$ cat src/rtl/timer_pkg.sv
// Shared state encoding and default timing constants for the interval timer.
`timescale 1ns/1ps
package timer_pkg;

  typedef enum logic [1:0] {
    IDLE = 2'd0,
    RUN  = 2'd1,
    DONE = 2'd2
  } timer_state_e;

  localparam int CNT_W_C      = 32;
  localparam int DEF_PERIOD_C = 50_000_000;
  localparam int MIN_PERIOD_C = 5_000_000;
  localparam int MAX_PERIOD_C = 50_000_000;
  localparam int STEP_C       = 5_000_000;
  localparam int CMP_LO_C     = 2_000_000;
  localparam int CMP_HI_C     = 25_000_000;

endpackage

$ cat src/rtl/timer_if.sv
// Control/status bundle of the interval timer; the irq pair exists only when
// TIMER_STICKY_IRQ_EN is defined.
`timescale 1ns/1ps
interface timer_if #(parameter int CNT_W = 32);
  logic             clr;
  logic             strtcntr;
  logic             Loop;
  logic             inc;
  logic             dec;
  logic [CNT_W-1:0] count;
  logic [CNT_W-1:0] period;
  logic             tick;
  logic             busy;
  logic             done;
  logic             cmp_ge_lo;
  logic             cmp_le_hi;
`ifdef TIMER_STICKY_IRQ_EN
  logic             irq_ack;
  logic             irq;

  modport master (output clr, strtcntr, Loop, inc, dec, irq_ack,
                  input  count, period, tick, busy, done, cmp_ge_lo, cmp_le_hi, irq);
  modport slave  (input  clr, strtcntr, Loop, inc, dec, irq_ack,
                  output count, period, tick, busy, done, cmp_ge_lo, cmp_le_hi, irq);
`else
  modport master (output clr, strtcntr, Loop, inc, dec,
                  input  count, period, tick, busy, done, cmp_ge_lo, cmp_le_hi);
  modport slave  (input  clr, strtcntr, Loop, inc, dec,
                  output count, period, tick, busy, done, cmp_ge_lo, cmp_le_hi);
`endif
endinterface

$ cat src/rtl/timer_edge_det.sv
// One-bit rising-edge detector; rise is high for the first cycle d is seen high.
`timescale 1ns/1ps
module timer_edge_det (
  input  logic clk,
  input  logic reset,
  input  logic d,
  output logic rise
);

  logic prev;

  always_ff @(posedge clk or negedge reset) begin
    if (!reset) prev <= 1'b0;
    else        prev <= d;
  end

  assign rise = d & ~prev;

endmodule

$ cat src/rtl/interval_timer.sv
// Programmable interval/tick generator with one-shot/loop modes and clamped
// inc/dec period adjust. Optional sticky irq when TIMER_STICKY_IRQ_EN is defined.
`timescale 1ns/1ps
module interval_timer
  import timer_pkg::*;
#(
  parameter int CNT_W      = CNT_W_C,
  parameter int DEF_PERIOD = DEF_PERIOD_C,
  parameter int MIN_PERIOD = MIN_PERIOD_C,
  parameter int MAX_PERIOD = MAX_PERIOD_C,
  parameter int STEP       = STEP_C,
  parameter int CMP_LO     = CMP_LO_C,
  parameter int CMP_HI     = CMP_HI_C
) (
  input  logic   clk,
  input  logic   reset,
  timer_if.slave bus
);

  localparam int W1 = CNT_W + 1;
  localparam logic [CNT_W:0] STEP_W = W1'(STEP);
  localparam logic [CNT_W:0] MIN_W  = W1'(MIN_PERIOD);
  localparam logic [CNT_W:0] MAX_W  = W1'(MAX_PERIOD);
  localparam logic [CNT_W:0] ONE_W  = W1'(1);

  if (MIN_PERIOD < 1 || MIN_PERIOD > DEF_PERIOD || DEF_PERIOD > MAX_PERIOD) begin : g_bad_cfg
    $error("interval_timer: need 1 <= MIN_PERIOD <= DEF_PERIOD <= MAX_PERIOD");
  end

  timer_state_e     state;
  logic [CNT_W-1:0] count;
  logic [CNT_W-1:0] period;
  logic             incRise;
  logic             decRise;
  logic             tick;
  logic [CNT_W:0]   incSum;

  timer_edge_det u_inc_edge (.clk(clk), .reset(reset), .d(bus.inc), .rise(incRise));
  timer_edge_det u_dec_edge (.clk(clk), .reset(reset), .d(bus.dec), .rise(decRise));

  // count+1 >= period avoids the period-1 underflow and still fires when a
  // shrinking period lands below the running count.
  assign tick   = (state == RUN) && (({1'b0, count} + ONE_W) >= {1'b0, period});
  assign incSum = {1'b0, period} + STEP_W;

  always_ff @(posedge clk or negedge reset) begin
    if (!reset) begin
      state <= IDLE;
      count <= '0;
    end else if (bus.clr) begin
      state <= IDLE;
      count <= '0;
    end else begin
      case (state)
        IDLE, DONE: begin
          count <= '0;
          if (bus.strtcntr) state <= RUN;
        end
        RUN: begin
          if (tick) begin
            count <= '0;
            state <= bus.Loop ? RUN : DONE;
          end else begin
            count <= count + CNT_W'(1);
          end
        end
        default: begin
          state <= IDLE;
          count <= '0;
        end
      endcase
    end
  end

  always_ff @(posedge clk or negedge reset) begin
    if (!reset) begin
      period <= CNT_W'(DEF_PERIOD);
    end else if (incRise && !decRise) begin
      period <= (incSum <= MAX_W) ? incSum[CNT_W-1:0] : CNT_W'(MAX_PERIOD);
    end else if (decRise && !incRise) begin
      period <= ({1'b0, period} >= (MIN_W + STEP_W)) ? (period - CNT_W'(STEP))
                                                     : CNT_W'(MIN_PERIOD);
    end
  end

`ifdef TIMER_STICKY_IRQ_EN
  logic irq;

  always_ff @(posedge clk or negedge reset) begin
    if (!reset)           irq <= 1'b0;
    else if (bus.clr)     irq <= 1'b0;
    else if (tick)        irq <= 1'b1;
    else if (bus.irq_ack) irq <= 1'b0;
  end

  assign bus.irq = irq;
`endif

  assign bus.count     = count;
  assign bus.period    = period;
  assign bus.tick      = tick;
  assign bus.busy      = (state == RUN);
  assign bus.done      = (state == DONE);
  assign bus.cmp_ge_lo = (count >= CNT_W'(CMP_LO));
  assign bus.cmp_le_hi = (count <= CNT_W'(CMP_HI));

endmodule

$ cat src/flat_wrapper.sv
// flat-port wrapper written by rule: the top's interface ports become plain ports
module interval_timer_flat import timer_pkg::*;
#(
  parameter int CNT_W      = CNT_W_C,
  parameter int DEF_PERIOD = DEF_PERIOD_C,
  parameter int MIN_PERIOD = MIN_PERIOD_C,
  parameter int MAX_PERIOD = MAX_PERIOD_C,
  parameter int STEP       = STEP_C,
  parameter int CMP_LO     = CMP_LO_C,
  parameter int CMP_HI     = CMP_HI_C
)
  (clk, reset, bus_clr, bus_strtcntr, bus_Loop, bus_inc, bus_dec, bus_count, bus_period, bus_tick, bus_busy, bus_done, bus_cmp_ge_lo, bus_cmp_le_hi);
  timer_if #(.CNT_W(CNT_W)) bus_i ();
  input  logic clk;
  input  logic reset;
  input wire logic [$bits(bus_i.clr)-1:0] bus_clr;
  input wire logic [$bits(bus_i.strtcntr)-1:0] bus_strtcntr;
  input wire logic [$bits(bus_i.Loop)-1:0] bus_Loop;
  input wire logic [$bits(bus_i.inc)-1:0] bus_inc;
  input wire logic [$bits(bus_i.dec)-1:0] bus_dec;
  output wire logic [$bits(bus_i.count)-1:0] bus_count;
  output wire logic [$bits(bus_i.period)-1:0] bus_period;
  output wire logic [$bits(bus_i.tick)-1:0] bus_tick;
  output wire logic [$bits(bus_i.busy)-1:0] bus_busy;
  output wire logic [$bits(bus_i.done)-1:0] bus_done;
  output wire logic [$bits(bus_i.cmp_ge_lo)-1:0] bus_cmp_ge_lo;
  output wire logic [$bits(bus_i.cmp_le_hi)-1:0] bus_cmp_le_hi;
  assign bus_i.clr = bus_clr;
  assign bus_i.strtcntr = bus_strtcntr;
  assign bus_i.Loop = bus_Loop;
  assign bus_i.inc = bus_inc;
  assign bus_i.dec = bus_dec;
  assign bus_count = bus_i.count;
  assign bus_period = bus_i.period;
  assign bus_tick = bus_i.tick;
  assign bus_busy = bus_i.busy;
  assign bus_done = bus_i.done;
  assign bus_cmp_ge_lo = bus_i.cmp_ge_lo;
  assign bus_cmp_le_hi = bus_i.cmp_le_hi;
  interval_timer #(.CNT_W(CNT_W), .DEF_PERIOD(DEF_PERIOD), .MIN_PERIOD(MIN_PERIOD), .MAX_PERIOD(MAX_PERIOD), .STEP(STEP), .CMP_LO(CMP_LO), .CMP_HI(CMP_HI)) u_core (.clk(clk), .reset(reset), .bus(bus_i));
endmodule
$ cat config.mk
export PLATFORM = sky130hd
export DESIGN_NAME = interval_timer_flat
export DESIGN_NICKNAME = d
export VERILOG_FILES = /design/src/rtl/timer_pkg.sv /design/src/rtl/timer_if.sv /design/src/rtl/timer_edge_det.sv /design/src/rtl/interval_timer.sv /design/src/flat_wrapper.sv
export SDC_FILE = /design/constraint.sdc
export NUM_CORES = 1
export LEC_CHECK = 0
export BUFFER_PORTS_ARGS = -buffer_cell sky130_fd_sc_hd__buf_2
export CAP_MARGIN = 20
export CORE_AREA = 5 5 146 148
export CTS_CLUSTER_DIAMETER = 40
export DETAILED_ROUTE_END_ITERATION = 8
export DIE_AREA = 0 0 151 153
export GPL_TIMING_DRIVEN = 0
export SLEW_MARGIN = 20
export SYNTH_ARGS = -nofsm -noshare
export SYNTH_HDL_FRONTEND = slang
export SYNTH_SLANG_ARGS = --single-unit
$ cat constraint.sdc
create_clock -name clk -period 4.6 [get_ports clk]
set_input_delay 0.69 -clock clk [delete_from_list [all_inputs] [get_ports clk]]
set_output_delay 0.69 -clock clk [all_outputs]
set_load 0.01 [all_outputs]
==> flow_summary.ini <==
[outcome]
outcome = finished clean

[sta]
hold_ws_ns = 0.278
finClkSkew_ns = 0.0120
hold_violations = 0
setup_violations = 0
fin_crit_ns = 4.37
tightest_slew_ns = 0.710
clock.fmax_ghz = 0.229
final.period_utilization = 0.949
slew_violations = 0
slew_headroom = 0.526

[routing]
drt-total-wl_um = 17800
postRouteAntennaNets = 0
routedWlPerCell_um = 17.7
via_per_inst = 5.28
dr.pass1.iters = 5
vias = 5326
drc = 0
dr.first_iter.drc_count = 484

[critical_path]
cp_max_fo = 5
startpoint_type = flop
endpoint_kind = primary output
rr_worst_depth = 17
crit_arrival_ns = 3.68
critPathKind = flop to primary output
crit_required_ns = 3.91

[clocking]
cts-root-buf = clkbuf_16
h-tree-depth = 3
cts_buffer_depth = 2
cts-buffers-inserted = 9
cts_sinks = 62
cts_tree = yes
clock_latency_ns = 0.35
holdBufCountCts = 0
clkTransAtPathRegs_ns = 0.06

[layout]
post-route-util = 0.330
diodes = 0
fillCellCount = 2161
design_area_mm2 = 0.00657
drive_gt1_frac = 0.211
layout_commonest_cell = buf_2
multi_input_area_mm2 = 0.00359
final_cell_mix = buf_2 (75), dfrtp_1 (50), nor2_1 (46)
seqCellArea_mm2 = 0.00157
instances_no_fill = 1008
nets = 773
area_growth_pct = 19.9

[placed_design]
place.gp.congestion = 0.972
dpl.hpwl_um = 13600
placement.io_buffers = 69
placedInstanceArea_mm2 = 0.00620
dpl.cell_count = 992

[floorplanning]
fp.dieH_um = 153
rows = 52
ios = 76
start_util = 0.275
die_w_um = 151
core_area_mm2 = 0.0199
dieArea_mm2 = 0.0231

[synthesis]
syn_area_per_cell_um2 = 8.46
synth_enable_flop_cells = 0
synthesis.area_mm2 = 0.00547
synthCells = 647
ys_ff_latch = 62
ys.flop_type = dfrtp_1
async_reset_ff_frac = 1.00
yosysSeqAreaShare = 0.286
synth_cell_types = 89
ys_warn_count = 0

[grt]
grt_pass1_wl_um = 28400
antenna_found_initial = 0
grt_pass1_vias = 5174
grt.overflow.total = 0
grt_usage = 0.154
grt_max_degree = 34

[flow_run]
drv_cap = 0

[power]
peakVddDrop_mv = 0.199
power_density_mw_per_mm2 = 556
p_leak_nw = 2.96

[worst_hold_path]
hp-class = primary input to asynchronous set/reset pin
## routing by layer
layer | global-route usage | part of all wire | up-vias
li1 | - | - | 2567
met1 | 0.207 | 0.43 | 2535
met2 | 0.245 | 0.47 | 189
met3 | 0.0284 | 0.065 | 35
met4 | 0.0592 | 0.029 | 0
met5 | 0 | 0 | -
## power breakdown
group	internal, W	total (W)	switching, W
clock network	0.000492	0.000776	0.000284
registers	0.000694	0.000854	0.000160
logic	0.000744	0.00202	0.00128
total	0.00193	0.00365	0.00172
## final timing paths
kind	start	end	slack, ns
max in group asynchronous	reset	u_core.bus.period[7]	3.74
min reg2reg	u_core.bus.count[0]	u_core.bus.count[0]	0.51
min	reset	u_core.bus.count[25]	0.28
max	u_core.bus.count[0]	bus_tick	0.23
max reg2reg	u_core.bus.count[0]	u_core.bus.count[24]	0.68
min in group clk	bus_inc	u_core.u_inc_edge.prev	0.46
## registers in the layout, summed over array words and instances (netlist names)
signal	flops
u_core.u_dec_edge.prev	1
u_core.state	2
u_core.bus.count	32
u_core.bus.period	26
u_core.u_inc_edge.prev	1
## Yosys cell counts (all sizes together), types with 15 or more instances
| cell type | number | area (um2) |
|---|---|---|
| dfrtp | 50 | 1250 |
| xnor2 | 30 | 263 |
| nand3 | 26 | 143 |
| buf | 24 | 178 |
| nand4 | 17 | 113 |
| ha | 33 | 413 |
| nand2 | 45 | 169 |
| a21oi | 27 | 139 |
| nor3 | 25 | 125 |
| o21ai | 23 | 115 |
| nor2 | 52 | 200 |
| clkbuf | 17 | 63.8 |
| nor2b | 33 | 206 |
| a21o | 15 | 113 |
| inv | 35 | 131 |
## area by class of cell
| type | instances | area share |
|---|---|---|
| Multi-Input combinational cell | 514 | 0.547 |
| Sequential cell | 62 | 0.239 |
| Timing Repair Buffer | 70 | 0.0560 |
| Tap cell | 270 | 0.0515 |
| Buffer | 41 | 0.0368 |
| Clock buffer | 10 | 0.0364 |
| Inverter | 35 | 0.0200 |
| Clock inverter | 6 | 0.0141 |
## per-stage QoR
stage	setup TNS [ns]	total power (W)	worst slack (ns)
after floorplan	0	0.00227	0.952
after global placement	0	0.00284	0.353
after detailed placement	0	0.00285	0.343
after CTS	0	0.00365	0.0472
after global routing	-0.00692	0.00390	-0.00692
final	0	0.00365	0.234
## worst max-delay path, stage by stage, from the launching register on
cell and delay (ns):
dfrtp_1 0.41, ha_2 0.25, nand2_1 0.10, nor2_2 0.18, nand3_1 0.21, nor2_4 0.23, nand3_1 0.15, xnor2_2 0.21
ha_1 0.28, a21o_1 0.16, a21o_1 0.17, a21o_1 0.17, a21o_1 0.17, a21oi_1 0.14, o221a_2 0.25, a21oi_1 0.07
buf_2 0.16
## cell families (layout without fill, tap and decap cells)
kind of cell,count (synthesis),in the layout,synth area share
AO/OA/AOI/OAI,165,165,0.230
XOR/XNOR,42,42,0.0672
adder cells (fa/ha/maj),33,33,0.0754
buffers and inverters,76,162,0.0681
flip-flops,62,62,0.286
multiplexers,6,6,0.0114
other,1,6,0.000685
AND/OR/NAND/NOR,262,262,0.261
## repair_timing
| item | CTS | global route |
|---|---|---|
| gates resized for setup | 2 | 7 |
| cloned | 0 | 0 |
| setup endpoints to repair | 1 | 1 |
| buffers inserted | 0 | 0 |
Power figures use the tool's default switching activity.
